## config.mk

```make
export PLATFORM = sky130hd
export DESIGN_NAME = puf_key_gen
export DESIGN_NICKNAME = d
export VERILOG_FILES = /design/src/rtl/puf_key_gen.sv
export SDC_FILE = /design/constraint.sdc
export NUM_CORES = 1
export LEC_CHECK = 0
export CORE_ASPECT_RATIO = 1.1
export CORE_MARGIN = 2
export CORE_UTILIZATION = 55
export DETAILED_ROUTE_END_ITERATION = 6
export PLACE_DENSITY = 0.79
export SLEW_MARGIN = 10
export SYNTH_ARGS = -nofsm -noshare
export SYNTH_HDL_FRONTEND = slang
export SYNTH_SLANG_ARGS = --single-unit
```

## constraint.sdc

```tcl
create_clock -name clk -period 2.6 [get_ports clk]
set_input_delay 0.26 -clock clk [delete_from_list [all_inputs] [get_ports clk]]
set_output_delay 0.26 -clock clk [all_outputs]
set_load 0.01 [all_outputs]
```

## src/rtl/puf_key_gen.sv

```systemverilog
// puf_key_gen: challenge sequencer and key assembler for the ring-oscillator PUF core.
// Steps through all 8 challenges, evaluates each one VOTES times, majority-votes the
// 2-bit responses into a 16-bit key and flags any bit that disagreed across votes.
module puf_key_gen #(
    parameter int EVAL_CYCLES   = 256,
    parameter int SETTLE_CYCLES = 4,
    parameter int VOTES         = 3
) (
    input  logic        clk,
    input  logic        rst,
    input  logic        req,
    output logic        busy,
    output logic        key_valid,
    output logic [15:0] key,
    output logic        unstable,
    output logic        puf_start,
    output logic [2:0]  puf_challenge,
    input  logic [1:0]  puf_response
);

    // One down-counter times both EVAL and GAP, so it is sized for the longer phase.
    localparam int CNT_MAX = (EVAL_CYCLES > SETTLE_CYCLES) ? EVAL_CYCLES : SETTLE_CYCLES;
    localparam int CW      = $clog2(CNT_MAX + 1);
    localparam int OW      = $clog2(VOTES + 1);
    localparam int VW      = (VOTES > 1) ? $clog2(VOTES) : 1;

    localparam logic [CW-1:0] EVAL_LOAD   = CW'(EVAL_CYCLES);
    localparam logic [CW-1:0] SETTLE_LOAD = CW'(SETTLE_CYCLES);
    localparam logic [CW-1:0] CNT_ONE     = CW'(1);
    localparam logic [OW-1:0] ONES_ALL    = OW'(VOTES);
    localparam logic [OW-1:0] ONES_HALF   = OW'(VOTES / 2);
    localparam logic [VW-1:0] VOTE_LAST   = VW'(VOTES - 1);

    typedef enum logic [1:0] {
        ST_IDLE,
        ST_EVAL,
        ST_SAMPLE,
        ST_GAP
    } state_t;

    state_t          state_q, state_d;
    logic [CW-1:0]   cnt_q, cnt_d;
    logic [2:0]      chal_q, chal_d;
    logic [VW-1:0]   vote_q, vote_d;
    logic [OW-1:0]   ones0_q, ones0_d;
    logic [OW-1:0]   ones1_q, ones1_d;
    logic [15:0]     key_q, key_d;
    logic            unstable_q, unstable_d;
    logic            key_valid_q, key_valid_d;

    // State register and datapath flops; rst has priority over everything, including req.
    always_ff @(posedge clk) begin
        if (rst) begin
            state_q     <= ST_IDLE;
            cnt_q       <= '0;
            chal_q      <= '0;
            vote_q      <= '0;
            ones0_q     <= '0;
            ones1_q     <= '0;
            key_q       <= '0;
            unstable_q  <= 1'b0;
            key_valid_q <= 1'b0;
        end else begin
            state_q     <= state_d;
            cnt_q       <= cnt_d;
            chal_q      <= chal_d;
            vote_q      <= vote_d;
            ones0_q     <= ones0_d;
            ones1_q     <= ones1_d;
            key_q       <= key_d;
            unstable_q  <= unstable_d;
            key_valid_q <= key_valid_d;
        end
    end

    // Next-state logic: evaluate, sample, settle, and resolve votes on the last GAP cycle.
    always_comb begin
        state_d     = state_q;
        cnt_d       = cnt_q;
        chal_d      = chal_q;
        vote_d      = vote_q;
        ones0_d     = ones0_q;
        ones1_d     = ones1_q;
        key_d       = key_q;
        unstable_d  = unstable_q;
        key_valid_d = key_valid_q;

        case (state_q)
            ST_IDLE: begin
                if (req) begin
                    key_d       = '0;
                    unstable_d  = 1'b0;
                    key_valid_d = 1'b0;
                    ones0_d     = '0;
                    ones1_d     = '0;
                    chal_d      = '0;
                    vote_d      = '0;
                    cnt_d       = EVAL_LOAD;
                    state_d     = ST_EVAL;
                end
            end
            ST_EVAL: begin
                if (cnt_q == CNT_ONE) begin
                    state_d = ST_SAMPLE;
                end else begin
                    cnt_d = cnt_q - CNT_ONE;
                end
            end
            ST_SAMPLE: begin
                ones0_d = ones0_q + OW'(puf_response[0]);
                ones1_d = ones1_q + OW'(puf_response[1]);
                cnt_d   = SETTLE_LOAD;
                state_d = ST_GAP;
            end
            ST_GAP: begin
                if (cnt_q != CNT_ONE) begin
                    cnt_d = cnt_q - CNT_ONE;
                end else if (vote_q != VOTE_LAST) begin
                    vote_d  = vote_q + VW'(1);
                    cnt_d   = EVAL_LOAD;
                    state_d = ST_EVAL;
                end else begin
                    key_d[{chal_q, 1'b0} +: 2] = {ones1_q > ONES_HALF, ones0_q > ONES_HALF};
                    unstable_d = unstable_q
                               | ((ones0_q != '0) && (ones0_q != ONES_ALL))
                               | ((ones1_q != '0) && (ones1_q != ONES_ALL));
                    ones0_d = '0;
                    ones1_d = '0;
                    vote_d  = '0;
                    if (chal_q == 3'd7) begin
                        key_valid_d = 1'b1;
                        state_d     = ST_IDLE;
                    end else begin
                        chal_d  = chal_q + 3'd1;
                        cnt_d   = EVAL_LOAD;
                        state_d = ST_EVAL;
                    end
                end
            end
            default: state_d = ST_IDLE;
        endcase
    end

    // Outputs are decoded from registered state only.
    always_comb begin
        busy          = (state_q != ST_IDLE);
        puf_start     = (state_q == ST_EVAL);
        puf_challenge = chal_q;
        key           = key_q;
        unstable      = unstable_q;
        key_valid     = key_valid_q;
    end

endmodule

```

Word level (Yosys, flattened, before mapping)
Index checks and enable logic that the tools add are counted.
{"block": "word_totals", "inputBits": 5, "regBits": 38, "elab_cells": 91}
{"block": "op_classes", "mux": 38, "eq_ne": 17, "bitwise_logic": 2, "n_shift": 2, "n_reduce_logical": 15, "n_lt_le_gt_ge": 2, "add_sub_neg": 6}
{"op": "two-way mux 16 bit", "count": 3}
{"op": "two-way mux 9 bit", "count": 5}
{"op": "case mux 9 bit (4 select lines)", "count": 1}
{"op": "case mux 16 bit (2 select lines)", "count": 1}
{"op": "!= test 2 bit, second input constant", "count": 9}
{"op": "bitwise mux 16 bit", "count": 1}
{"op": "two-way mux 2 bit", "count": 8}
{"op": "variable shift 2 x 6 -> 16 bit, first input constant", "count": 1}
{"op": "indexed part select 2 x 6 -> 16 bit", "count": 1}
{"op": "two-way mux 3 bit", "count": 4}
{"op": "case mux 2 bit (3 select lines)", "count": 2}
{"op": "AND reduction 5 bit", "count": 2}
{"op": "equality test 9 x 1 -> 1 bit, second input constant", "count": 1}
{"op": "!= test 9 x 1 -> 1 bit, second input constant", "count": 1}
{"op": "AND reduction 3 bit", "count": 3}
{"op": "subtractor 9 x 1 -> 9 bit, second input constant", "count": 1}
{"op": "two-way mux 1 bit", "count": 8}
{"op": "case mux 2 bit (4 select lines)", "count": 1}
{"op": "AND reduction 4 bit", "count": 2}
{"op": "nonzero test 2 bit", "count": 4}
{"op": "negator 4 -> 6 bit", "count": 1}
{"op": "case mux 3 bit (2 select lines)", "count": 1}
{"op": "adder 2 x 1 -> 2 bit", "count": 2}
{"op": "equality test 2 bit, second input constant", "count": 2}
{"op": "other kinds (13)", "count": 17}

Longest topological paths before layout
{"block": "depth", "ltp_word": 7, "ltp_mapped": 8, "depth_no_buf": 7}

Least setup slack after synthesis
Ideal clock, no wire load.
{"block": "synth_path", "kind": "register to register", "start": "reg cnt_q[1]", "end": "reg ones0_q[1]", "setup_slack_ns": 0.415, "path_stages_with_launch": 9, "arrival_time_ns": 2.114, "setup_ns": 0.070, "cell_sequence": "dfxtp_1 inv_1 ha_1 or4b_1 clkbuf_1 o31a_1 buf_6 or4_1 a21oi_1"}
{"block": "synth_via", "elab_chain_cells": 3}
{"element": "start, declared", "line": "42", "text": "logic [CW-1:0] cnt_q, cnt_d;"}
{"element": "start signal, assigned", "line": "65", "text": "cnt_q <= cnt_d;"}
{"element": "!= test 9 x 1 -> 1 bit", "line": "116", "text": "if (cnt_q != CNT_ONE) begin"}
{"element": "!= test 2 bit (no source line)"}
{"element": "AND reduction 4 bit (no source line)"}
{"element": "end signal, assigned", "line": "68", "text": "ones0_q <= ones0_d;"}
{"element": "end, declared", "line": "45", "text": "logic [OW-1:0] ones0_q, ones0_d;"}
No other way between the ends.
A chain may end at the register's enable or synchronous reset.

Worst setup path after layout
{"block": "layout_path", "start": "reg cnt_q[1]", "end": "reg key_q[2], in the netlist key[2]"}
{"block": "layout_via", "elab_chain_cells": 3}
{"element": "!= test 9 x 1 -> 1 bit", "line": "116"}
{"element": "!= test 2 bit (no source line)"}
{"element": "AND reduction 4 bit (no source line)"}
{"element": "end signal, assigned", "line": "70", "text": "key_q <= key_d;"}
{"element": "end, declared", "line": "47", "text": "logic [15:0] key_q, key_d;"}
No other way between the ends.

==> out/results.ini <==
[outcome]
outcome = completed

[worst_setup_path]
worstPathRequired_ns = 2.83
cp_max_fo = 11
end_kind = register
startpoint = cnt_q[1]
critPathKind = register to register
path_cells = inv_1 -> ha_1 -> or4b_1 -> o31a_1 -> nor3_1 -> mux2i_1
worstPathArrival_ns = 2.56
cpPeakStageDelay_ns = 0.55
r2r_start = cnt_q[1]
crit_buf_inv = 1
path_delay_family = simple AND/OR/NAND/NOR gates
cp-start-kind = register
cp_slowest_cell = or4b_1

[layout]
layout_commonest_cell = dfxtp_1
n_antenna_cell = 0
final_nets = 303
mostFrequentLayoutCells = dfxtp_1, clkdlybuf4s50_1, nand2_1, inv_1, mux2i_1
drive_gt1_frac = 0.07394
area_growth_pct = 19.28

[die]
initial_utilization = 0.5635
rows = 24
die_x_um = 64.30
core_area_um2 = 3904
die-area_um2 = 4522
ios = 28
die_h_um = 70.33

[grt]
grt_max_degree = 18
grt_util_all_layers = 0.2478
antenna_found_initial = 0
gr-total-overflow = 0
grt_pass1_wl_um = 8804
grt_pass1_vias = 1934

[drt]
vias = 2037
wl_met2_um = 2421
viasPerCell = 6.063
drt_pass1_iterations = 4
wirelength_um = 5172
drc = 0
met3RoutedLength_um = 296
wl_per_cell_um = 15.39
wirelength_met1_um = 2361
maxUsedRoutingLayer = met4
detail-route-antenna-nets = 0
dr.first_iter.drc_count = 117

[timing]
tightest_slew_ns = 0.7809
maxSlewHeadroom = 0.4739
rsz0062_at_grt = false
setup_violations = 0
min_period_ns = 2.327
hold_viol_final = 0
skew_ns = 0.008195
fmax_ghz = 0.4297
finalCritPeriodShare = 0.8952
final_max_slew_viol_count = 0
setup_ws_ns = 0.2726
finalSetupTns_ns = 0

[cts]
clk_pin_slew_worst_paths_ns = 0.08
h-tree-depth = 2
postCtsHoldBufs = 0
ctsRootBufferMaster = clkbuf_8
clockBufferDepth = 2
clock_latency_ns = 0.30
cts_setup_buffers = 0
clkSinkCount = 38
cts_tree = yes
cts_buffers = 5
cts_resized = 0

[hold_path]
min_from = key[6]
hold_class = register to register

[power_and_ir_drop]
peakVddDrop_mv = 0.5955
power_frac_comb = 0.429
power.density_nw_per_um2 = 809.5
power_switching_mw = 0.8719
swShare = 0.4105
seq_power_share = 0.332
power_frac_clock = 0.238
p_int_mw = 1.252
leakage_nw = 0.9824

[synth]
synth_fp_nets = 275
ys.flop_type = dfxtp_1
syn_avg_cell_area_um2 = 8.626
synth_seq_cells = 38
async_reset_ff_frac = 0
ys_warn_count = 0
synth.distinct_cells = 48
syn_area_um2 = 2200
yosysSeqAreaShare = 0.3458
syn-instance-count = 255
synth_edf_count = 0

[flow_run]
maxCapViolCount = 0

[placement]
dp_slack_ns = 0.3058
io_buffers = 27
finalWeightedCongestion = 0.8895
hpwl_um = 3711

[per-layer routing]
layer | global-route usage | up-vias
met2 | 0.3947 | 70
met5 | 0 | -
met3 | 0.05797 | 11
met1 | 0.3215 | 944
met4 | 0.1017 | 0
li1 | - | 1012
[final timing paths]
check	endpoint	slack, ns	depth (start not counted)
setup reg to reg	key[2]	0.27	6
setup / recovery	key[2]	0.27	6
hold / removal	key[6]	0.46	2
hold reg to reg	key[6]	0.46	2
[power by group through the flow]
stage / Clock [mW] / Combinational (mW) / Sequential, mW
2_1_floorplan: 0 / 0.679 / 0.692
4_1_cts: 0.509 / 0.901 / 0.703
5_1_grt: 0.529 / 1.01 / 0.714
6_report: 0.506 / 0.912 / 0.706
3_3_place_gp: 0 / 0.872 / 0.715
3_5_place_dp: 0 / 0.888 / 0.717
[sequential cells by signal, indices dropped and copies added, names as in the netlist]
signal,flops
cnt_q,9
key_valid,1
puf_challenge,3
ones0_q,2
state_q,2
ones1_q,2
unstable,1
key,16
vote_q,2
[tightest hold or removal path, delay by kind of cell, from the launching register on]
| kind | cells | cell delay [ns] |
|---|---|---|
| AND/OR/NAND/NOR | 1 | 0.05 |
| multiplexers | 1 | 0.05 |
| flip-flops | 1 | 0.31 |
[cell usage after synthesis, types with 2 or more instances]
master / count / area, µm²
o221ai_1: 2 / 17.52
o211ai_1: 5 / 37.54
or3_1: 4 / 25.02
a31oi_1: 7 / 43.79
a21oi_1: 13 / 65.06
o21ai_0: 6 / 30.03
ha_1: 15 / 187.7
inv_1: 18 / 67.56
mux2i_1: 16 / 160.2
nor2_1: 10 / 37.54
o21a_1: 2 / 15.01
nand2_1: 26 / 97.59
nor4b_1: 2 / 17.52
a32o_1: 2 / 20.02
nand4_1: 7 / 43.79
dfxtp_1: 38 / 760.7
nor2b_1: 5 / 31.28
clkbuf_1: 8 / 30.03
nor3_1: 9 / 45.04
nand3_1: 8 / 40.04
o31ai_1: 7 / 52.55
or3b_2: 2 / 17.52
or4_1: 5 / 37.54
buf_6: 3 / 33.78
nand2b_1: 4 / 25.02
a211oi_1: 3 / 22.52
nor4_1: 3 / 18.77
nand4b_1: 3 / 26.28
o2111ai_1: 3 / 26.28
[metrics by stage]
stage,area (µm²),power (mW),std cells,hold WS (ns),utilization
floorplan,2200,1.371,255,0.4611,-
global placement,2515,1.587,328,0.4457,0.6442
detailed placement,2515,1.606,328,0.4513,0.6442
finish,2624,2.124,336,0.4606,0.6721
global route,2624,2.256,336,0.4748,0.6721
CTS,2624,2.113,336,0.4633,0.6721
[kinds of logic (layout without fill, tap and decap cells)]
logic type               Yosys count  count (layout)  synth area share
adder cells (fa/ha/maj)           15              15           0.08532
AO/OA/AOI/OAI                     61              61            0.1945
buffers and inverters             31              60           0.06370
AND/OR/NAND/NOR                   94              94            0.2378
multiplexers                      16              16           0.07281
flip-flops                        38              38            0.3458
[layout make-up]
type / count / area (µm²)
Timing Repair Buffer: 34 / 322.8
Fill cell: 336 / 1280
Clock buffer: 5 / 68.82
Clock inverter: 3 / 40.04
Tap cell: 52 / 65.06
Inverter: 18 / 67.56
Multi-Input combinational cell: 186 / 1299
Sequential cell: 38 / 760.7
No activity file was read; power rests on OpenSTA's default activity.
